`src/rtl/slot_crossbar.sv`:
```
// Slot-scheduled NxN crossbar with registered egress and sticky conflict flag.
// Define SLOT_CROSSBAR_OUT_PIPE_EN to add a second output register stage.
module slot_crossbar #(
  parameter int DATA_WIDTH = 32,
  parameter int PORT_CNT   = 4,
  parameter int SLOT_LEN   = 8,
  localparam int SW = $clog2(PORT_CNT),
  localparam int WW = (SLOT_LEN > 1) ? $clog2(SLOT_LEN) : 1
) (
  input  logic                         clk,
  input  logic                         reset,
  input  logic [SW*PORT_CNT-1:0]       sched_sel,
  input  logic [PORT_CNT-1:0]          sched_mask,
  input  logic                         sched_valid,
  output logic                         sched_ready,
  input  logic [PORT_CNT-1:0]          xbar_in_en,
  input  logic [DATA_WIDTH*PORT_CNT-1:0] xbar_in,
  output logic [PORT_CNT-1:0]          xbar_out_en,
  output logic [DATA_WIDTH*PORT_CNT-1:0] xbar_out,
  output logic                         slot_active,
  output logic [WW-1:0]                word_idx,
  output logic                         conflict,
  input  logic                         conflict_clr
);

  localparam int DW = DATA_WIDTH;
  localparam int PW = DATA_WIDTH * PORT_CNT;
  localparam logic [WW-1:0] LAST = WW'(SLOT_LEN - 1);

  typedef enum logic {
    IDLE,
    XFER
  } state_t;

  state_t                 st_q, st_d;
  logic [WW-1:0]          idx_q, idx_d;
  logic [SW*PORT_CNT-1:0] sel_q, sel_d;
  logic [PORT_CNT-1:0]    mask_q, mask_d;
  logic                   conf_q, conf_d;
  logic                   accept;
  logic                   last;
  logic                   conf_in;
  logic                   hit;
  logic                   found;
  logic [PORT_CNT-1:0]    rt_en;
  logic [PW-1:0]          rt_dat;

  always_ff @(posedge clk or posedge reset) begin
    if (reset) begin
      st_q   <= IDLE;
      idx_q  <= '0;
      sel_q  <= '0;
      mask_q <= '0;
      conf_q <= 1'b0;
    end else begin
      st_q   <= st_d;
      idx_q  <= idx_d;
      sel_q  <= sel_d;
      mask_q <= mask_d;
      conf_q <= conf_d;
    end
  end

  always_comb begin
    st_d        = st_q;
    idx_d       = idx_q;
    sel_d       = sel_q;
    mask_d      = mask_q;
    sched_ready = 1'b0;
    accept      = 1'b0;
    last        = (idx_q == LAST);
    unique case (st_q)
      IDLE: begin
        sched_ready = 1'b1;
        if (sched_valid) begin
          accept = 1'b1;
          st_d   = XFER;
          idx_d  = '0;
        end
      end
      XFER: begin
        sched_ready = last;
        if (!last) begin
          idx_d = idx_q + 1'b1;
        end else if (sched_valid) begin
          accept = 1'b1;
          idx_d  = '0;
        end else begin
          st_d  = IDLE;
          idx_d = '0;
        end
      end
    endcase
    if (accept) begin
      sel_d  = sched_sel;
      mask_d = sched_mask;
    end
    // a fresh conflict outranks a coincident clear
    conf_d = conf_q;
    if (accept && conf_in)
      conf_d = 1'b1;
    else if (conflict_clr)
      conf_d = 1'b0;
  end

  // out-of-range selects never equal a valid egress, so they drop out here
  always_comb begin
    conf_in = 1'b0;
    hit     = 1'b0;
    for (int e = 0; e < PORT_CNT; e++) begin
      hit = 1'b0;
      for (int i = 0; i < PORT_CNT; i++) begin
        if (sched_mask[i] && sched_sel[i*SW +: SW] == SW'(e)) begin
          if (hit)
            conf_in = 1'b1;
          hit = 1'b1;
        end
      end
    end
  end

  always_comb begin
    rt_en  = '0;
    rt_dat = '0;
    found  = 1'b0;
    if (st_q == XFER) begin
      for (int e = 0; e < PORT_CNT; e++) begin
        found = 1'b0;
        for (int i = 0; i < PORT_CNT; i++) begin
          if (!found && mask_q[i] && sel_q[i*SW +: SW] == SW'(e)) begin
            found                = 1'b1;
            rt_en[e]             = xbar_in_en[i];
            rt_dat[e*DW +: DW]   = xbar_in[i*DW +: DW];
          end
        end
      end
    end
  end

`ifdef SLOT_CROSSBAR_OUT_PIPE_EN
  logic [PORT_CNT-1:0] p_en;
  logic [PW-1:0]       p_dat;

  always_ff @(posedge clk or posedge reset) begin
    if (reset) begin
      p_en        <= '0;
      p_dat       <= '0;
      xbar_out_en <= '0;
      xbar_out    <= '0;
    end else begin
      p_en        <= rt_en;
      p_dat       <= rt_dat;
      xbar_out_en <= p_en;
      xbar_out    <= p_dat;
    end
  end
`else
  always_ff @(posedge clk or posedge reset) begin
    if (reset) begin
      xbar_out_en <= '0;
      xbar_out    <= '0;
    end else begin
      xbar_out_en <= rt_en;
      xbar_out    <= rt_dat;
    end
  end
`endif

  assign slot_active = (st_q == XFER);
  assign word_idx    = idx_q;
  assign conflict    = conf_q;

endmodule
```
`config.mk`:
```
export PLATFORM = sky130hd
export DESIGN_NAME = slot_crossbar
export DESIGN_NICKNAME = d
export VERILOG_FILES = /design/src/rtl/slot_crossbar.sv
export SDC_FILE = /design/constraint.sdc
export NUM_CORES = 1
export LEC_CHECK = 0
export ABC_AREA = 1
export ABC_CLOCK_PERIOD_IN_PS = 10200
export BUFFER_PORTS_ARGS = -buffer_cell sky130_fd_sc_hd__buf_2
export CORE_ASPECT_RATIO = 0.7
export CORE_MARGIN = 4
export CORE_UTILIZATION = 51
export CTS_CLUSTER_DIAMETER = 30
export DETAILED_ROUTE_END_ITERATION = 10
export PLACE_DENSITY = 0.87
export SYNTH_ARGS = -nofsm -noshare
export SYNTH_HDL_FRONTEND = slang
export SYNTH_SLANG_ARGS = --single-unit
```
`constraint.sdc`:
```
create_clock -name clk -period 10.2 [get_ports clk]
set_clock_uncertainty 0.15 [all_clocks]
set_input_delay 1.02 -clock clk [delete_from_list [all_inputs] [get_ports clk]]
set_output_delay 1.02 -clock clk [all_outputs]
set_load 0.005 [all_outputs]
```
==> results.cfg, run 1 <==
[status]
outcome = completed

[floorplanning]
die_x_um = 165
num_io_pins = 286
die_y_um = 118
initial_core_util = 0.531
rows = 39
core_mm2 = 0.0166
die-area_mm2 = 0.0195

[logic_synthesis]
synth_cells = 1253
syn_nets = 1403
synth_warnings = 0
yosysTopAreaCell = dfrtp_1
ys_seq_area_frac = 0.422
synth-edff-count = 0
netlist-cell-type-count = 22
ys_ff_latch = 149
synthTopCellsByCount = nor2_1 (281), nand2_1 (178), dfrtp_1 (149), nand3_1 (148), o22ai_1 (132)
synthArstFlopShare = 1.00
synth_area_mm2 = 0.00884
synth_area_leaders = dfrtp_1 (42%), nor2_1 (12%), o22ai_1 (9.3%), nand3_1 (8.4%), nand2_1 (7.6%)
synth.most_common_cell = nor2_1
synth_top_area_frac = 0.422
syn_area_per_cell_um2 = 7.06
ys.flop_type = dfrtp_1

[power_and_ir_drop]
p_sw_uw = 1370
power.density_mw_per_mm2 = 286
swShare = 0.444
pwr-share-seq = 0.300
p_clk_frac = 0.215
p_leak_uw = 0.00627
ir_drop_mv = 0.201
intPower_uw = 1710
combPwrFrac = 0.485

[clock_tree]
cts_tree = done
ctsHoldBuffers = 0
root_buffer = clkbuf_16
path_clk_slew_ns = 0.06
cts-resized-gates = 0
ctsLongestPathBuffers = 2
post-cts-setup-buffer-count = 0
htreeDepth = 4
cts_sinks = 149
cts_inserted_buffers = 17
clkLatencyLatePin_ns = 0.43

[cells_and_area]
area_growth_pct = 21.8
final_nets = 1622
drive_gt1_frac = 0.235

[sta]
tns_ns = 0
max_slew.worst_pin.slew_ns = 1.35
slew_headroom = 0.103
grt_setup_unrepaired = no
fin_crit_ns = 4.46
max_freq_mhz = 224
slew_violations = 0
finalSetupViolCount = 0
fin_crit_sh = 0.437
layout_setup_ws_ns = 5.74
final_hold_viol_count = 0

[detailed_routing]
dr.pass1.iters = 9
first_iter_violations = 1655
viasPerCell = 5.98
drc_errors = 0
wire_per_inst_um = 19.4
drt-total-wl_mm = 33.2
ant_nets = 0
via_count = 10238

[critical_path]
crit_path_start = sel_q[0]$_DFFE_PP0P_
cp.required_ns = 10.35
cp_max_fo = 66
critPathArrivalTime_ns = 4.62
worstSetupStartpointType = register
critPathKind = reg2reg
r2r-start = sel_q[0]$_DFFE_PP0P_
critPathCaptureType = register

[global_routing]
grtUsageMet3 = 0.0978
grt.busiest_layer = met2
gr-usage-met1 = 0.446
grt_antenna_before_repair = 1
grt_pass1_wl_mm = 51.3
grt_max_degree = 82
grt_pass1_vias = 9653
grt_overflow = 0
grt_use_total = 0.328
use_met2 = 0.497

[min_path]
hp-class = reg2reg
hold_path_startpoint = conflict$_DFFE_PP0P_

[run]
drv_cap = 0

[placement]
dp_hpwl_mm = 21.0
pre_cts_ws_ns = 5.89
place_congestion = 0.898
portBuffers = 285
==> cell families after synthesis <==
family	Yosys count	share of synthesized area
simple gates	629	0.297
compound gates	279	0.178
fa+ha+maj	2	0.00283
buf+inv	194	0.100
flops	149	0.422
==> cell type report <==
type	count	area [um^2]
Timing Repair Buffer	295	1500
Multi-Input combinational cell	910	4260
Sequential cell	149	3730
Clock buffer	18	439
Clock inverter	14	178
Fill cell	1452	5870
Tap cell	225	282
Inverter	99	377
Antenna cell	1	2.50
==> worst max-delay path: stages, from the launching register on <==
cell and delay (ns):
dfrtp_1 0.47, nor2_1 0.15, nand2_2 0.49, nand2_2 0.85
nand2_1 0.13, inv_2 0.55, nand2_2 0.89, o21ai_0 0.48
nor2_1 0.10
==> state kept, by name (all words and copies together), names as in the netlist <==
register / count
conflict: 1
word_idx: 3
sel_q: 8
slot_active: 1
mask_q: 4
xbar_out: 128
xbar_out_en: 4
==> per-stage QoR <==
stage	power, uW	instance area (um^2)	cells	hold slack (ns)	utilization
floorplan	1890	8840	1253	0.314	-
global placement	2340	10100	1678	0.311	0.610
detailed placement	2380	10100	1678	0.317	0.610
CTS	3050	10800	1710	0.337	0.647
global route	3280	10800	1711	0.379	0.647
finish	3080	10800	1711	0.331	0.647
==> worst paths after layout <==
check | depth (start not counted) | to | slack (ns)
worst min register to register | 2 | conflict$_DFFE_PP0P_ | 0.33
worst max register to register | 8 | xbar_out[21]$_DFF_PP0_ | 5.74
worst max-delay path | 8 | xbar_out[21]$_DFF_PP0_ | 5.74
worst min-delay path | 2 | conflict$_DFFE_PP0P_ | 0.33
min in group asynchronous | 2 | xbar_out[72]$_DFF_PP0_ | 0.52
max in group asynchronous | 3 | xbar_out[123]$_DFF_PP0_ | 7.87
==> power groups by stage <==
stage / Sequential, uW / Clock [uW] / Combinational (uW)
finish: 926 / 663 / 1490
floorplan: 914 / 0 / 976
global placement: 932 / 0 / 1410
detailed placement: 930 / 0 / 1450
CTS: 925 / 665 / 1460
global route: 944 / 695 / 1640
==> layer usage <==
| metal | part of all wire | vias to the layer above |
|---|---|---|
| met5 | 0 | - |
| met4 | 0.030 | 0 |
| met3 | 0.14 | 99 |
| met2 | 0.45 | 863 |
| met1 | 0.38 | 4659 |
| li1 | - | 4617 |
==> placed cells by master (no fill, tap or decap), types with 10 or more instances in the layout <==
cell	netlist	layout
inv_1	96	95
buf_4	2	10
o21ai_1	47	47
buf_2	14	285
o22ai_1	132	132
nor2_1	281	281
nand3_1	148	147
nand2_1	178	176
o21ai_0	97	97
clkbuf_16	0	17
dfrtp_1	149	148
Note: power is estimated with default switching activity, not from simulation.
==> run 2, diff against run 1 <==
--- a/config.mk
+++ b/config.mk
@@ -6,7 +6,7 @@
 export NUM_CORES = 1
 export LEC_CHECK = 0
 export ABC_AREA = 1
-export ABC_CLOCK_PERIOD_IN_PS = 10200
+export ABC_CLOCK_PERIOD_IN_PS = 4300
 export BUFFER_PORTS_ARGS = -buffer_cell sky130_fd_sc_hd__buf_2
 export CORE_ASPECT_RATIO = 0.7
 export CORE_MARGIN = 4
==> constraint.sdc (replaced) <==
create_clock -name clk -period 4.3 [get_ports clk]
set_clock_uncertainty 0.15 [all_clocks]
set_input_delay 0.43 -clock clk [delete_from_list [all_inputs] [get_ports clk]]
set_output_delay 0.43 -clock clk [all_outputs]
set_load 0.005 [all_outputs]
==> results.cfg, run 2 (synthesis gave the netlist of run 1 again) <==
[power_and_ir_drop]
intPower_uw = 4100
swShare = 0.446
p_sw_uw = 3290
combPwrFrac = 0.497
ir_drop_mv = 0.422
pwr-share-seq = 0.295
p_clk_frac = 0.209
power.density_mw_per_mm2 = 681
p_leak_uw = 0.00633

[clock_tree]
cts_sinks = 149
post-cts-setup-buffer-count = 0
ctsLongestPathBuffers = 2
cts_inserted_buffers = 17
clkLatencyLatePin_ns = 0.42
cts_tree = done
htreeDepth = 4
path_clk_slew_ns = 0.06
root_buffer = clkbuf_16
cts-resized-gates = 0
ctsHoldBuffers = 0

[floorplanning]
die-area_mm2 = 0.0195
initial_core_util = 0.531
die_x_um = 165
die_y_um = 118
num_io_pins = 286
core_mm2 = 0.0166
rows = 39

[cells_and_area]
mostFrequentLayoutCell = buf_2
drive_gt1_frac = 0.239
multi_input_area_mm2 = 0.00426
final_cell_area_mm2 = 0.0109
final_nets = 1633
final_cells = 1725
top_regs = xbar_out: 128 flops, sel_q: 8 flops
area_growth_pct = 22.8
largest_reg_flops = 128
most-common-layout-cells = buf_2 (285), nor2_1 (281), nand2_1 (176)
largest_register = xbar_out
fillers = 1444
final-seq-area_mm2 = 0.00373

[sta]
layout_setup_ws_ns = 1.14
max_freq_mhz = 316
fin_crit_ns = 3.16
grt_setup_unrepaired = no
fin_crit_sh = 0.735
whs_ns = 0.0872
slew_violations = 0
final_hold_viol_count = 0
max_slew.worst_pin.slew_ns = 0.963
finalSetupViolCount = 0
tns_ns = 0
slew_headroom = 0.357

[critical_path]
rrSetupSlack_ns = 1.14
crit_slowest_cell = nand3_2
crit_family = simple AND/OR/NAND/NOR gates
r2r-start = sel_q[1]$_DFFE_PP0P_
worstSetupStartpointType = register
cp_max_fo = 35
critPathCaptureType = register
crit_path_end = xbar_out[87]$_DFF_PP0_
cp.buffers_inverters = 1
cp_num_cells = 7
cp_common_cell = nor2_1
critPathKind = reg2reg
critPathMaxStageDelay_ns = 0.96
worstRegToRegCells = 7
r2r-end = xbar_out[87]$_DFF_PP0_
crit_path_start = sel_q[1]$_DFFE_PP0P_
cp.required_ns = 4.49
path_cells = inv_1 > nor2_2 > nand2_2 > nand3_2 > o22ai_1 > nor2_1 > nor2_1
critPathArrivalTime_ns = 3.35

[placement]
dp_hpwl_mm = 21.1
portBuffers = 285
placed_cell_area_mm2 = 0.0102
place_congestion = 0.915
dpl.cell_count = 1689
pre_cts_ws_ns = 1.29

[detailed_routing]
drc_errors = 0
dr.pass1.iters = 7
first_iter_violations = 1414
viasPerCell = 5.99
wire_per_inst_um = 19.4
ant_nets = 0
via_count = 10341
drt-total-wl_mm = 33.5

[min_path]
hp-class = in2reg

[status]
outcome = completed

[global_routing]
grt_max_degree = 150
grt_pass1_wl_mm = 50.7
grt_antenna_before_repair = 3
grt_overflow = 0
grt_use_total = 0.326
grt_pass1_vias = 9799

[run]
drv_cap = 0
run 2: cell types whose count changed in the layout (fill, tap and decap cells not counted):
cell        delta
clkinv_2       +4
inv_6          -1
clkbuf_1       +2
buf_12         +1
diode_2        +3
buf_4         +10
clkinvlp_4     -5
run 2: through the flow:
stage / total power (uW) / utilization
after detailed placement: 5720 / 0.616
after floorplan: 4480 / -
final: 7390 / 0.652
after global placement: 5650 / 0.616
after global routing: 7840 / 0.652
after CTS: 7280 / 0.652
run 2: layout make-up:
type	instances	share of cell area
antenna	4	0.000922
clock buffer	20	0.0412
clock inverter	12	0.0141
inverter	99	0.0346
multi-input combinational	910	0.392
sequential	149	0.344
tap	225	0.0259
timing repair buffer	306	0.147
run 2: how the worst min path moves through the flow:
stage / start / to / slack, ns / cells past startpoint
final: sched_valid / slot_active$_DFF_PP0_ / 0.09 / 3
after global routing: sched_valid / slot_active$_DFF_PP0_ / 0.08 / 3
after CTS: sched_valid / slot_active$_DFF_PP0_ / 0.08 / 3
after detailed placement: conflict$_DFFE_PP0P_ / conflict$_DFFE_PP0P_ / 0.31 / 2
after global placement: conflict$_DFFE_PP0P_ / conflict$_DFFE_PP0P_ / 0.31 / 2
after floorplan: mask_q[1]$_DFFE_PP0P_ / mask_q[1]$_DFFE_PP0P_ / 0.31 / 2
run 2: routing by layer:
layer / up-vias / GRT usage / part of all wire
met4: 0 / 0.154 / 0.043
met3: 148 / 0.100 / 0.15
li1: 4653 / - / -
met2: 961 / 0.475 / 0.43
met1: 4579 / 0.446 / 0.38
met5: - / 0 / 0
run 2: power groups by stage:
stage                     Combinational [uW]  Sequential, uW  Clock [uW]
final                                   3670            2180        1540
after floorplan                         2320            2170           0
after CTS                               3560            2180        1550
after global placement                  3460            2180           0
after detailed placement                3530            2190           0
after global routing                    4000            2220        1620
run 2: worst min-delay path, stage by stage:
cell and delay, ns:
buf_2 0.08, inv_1 0.05, nand2_1 0.06
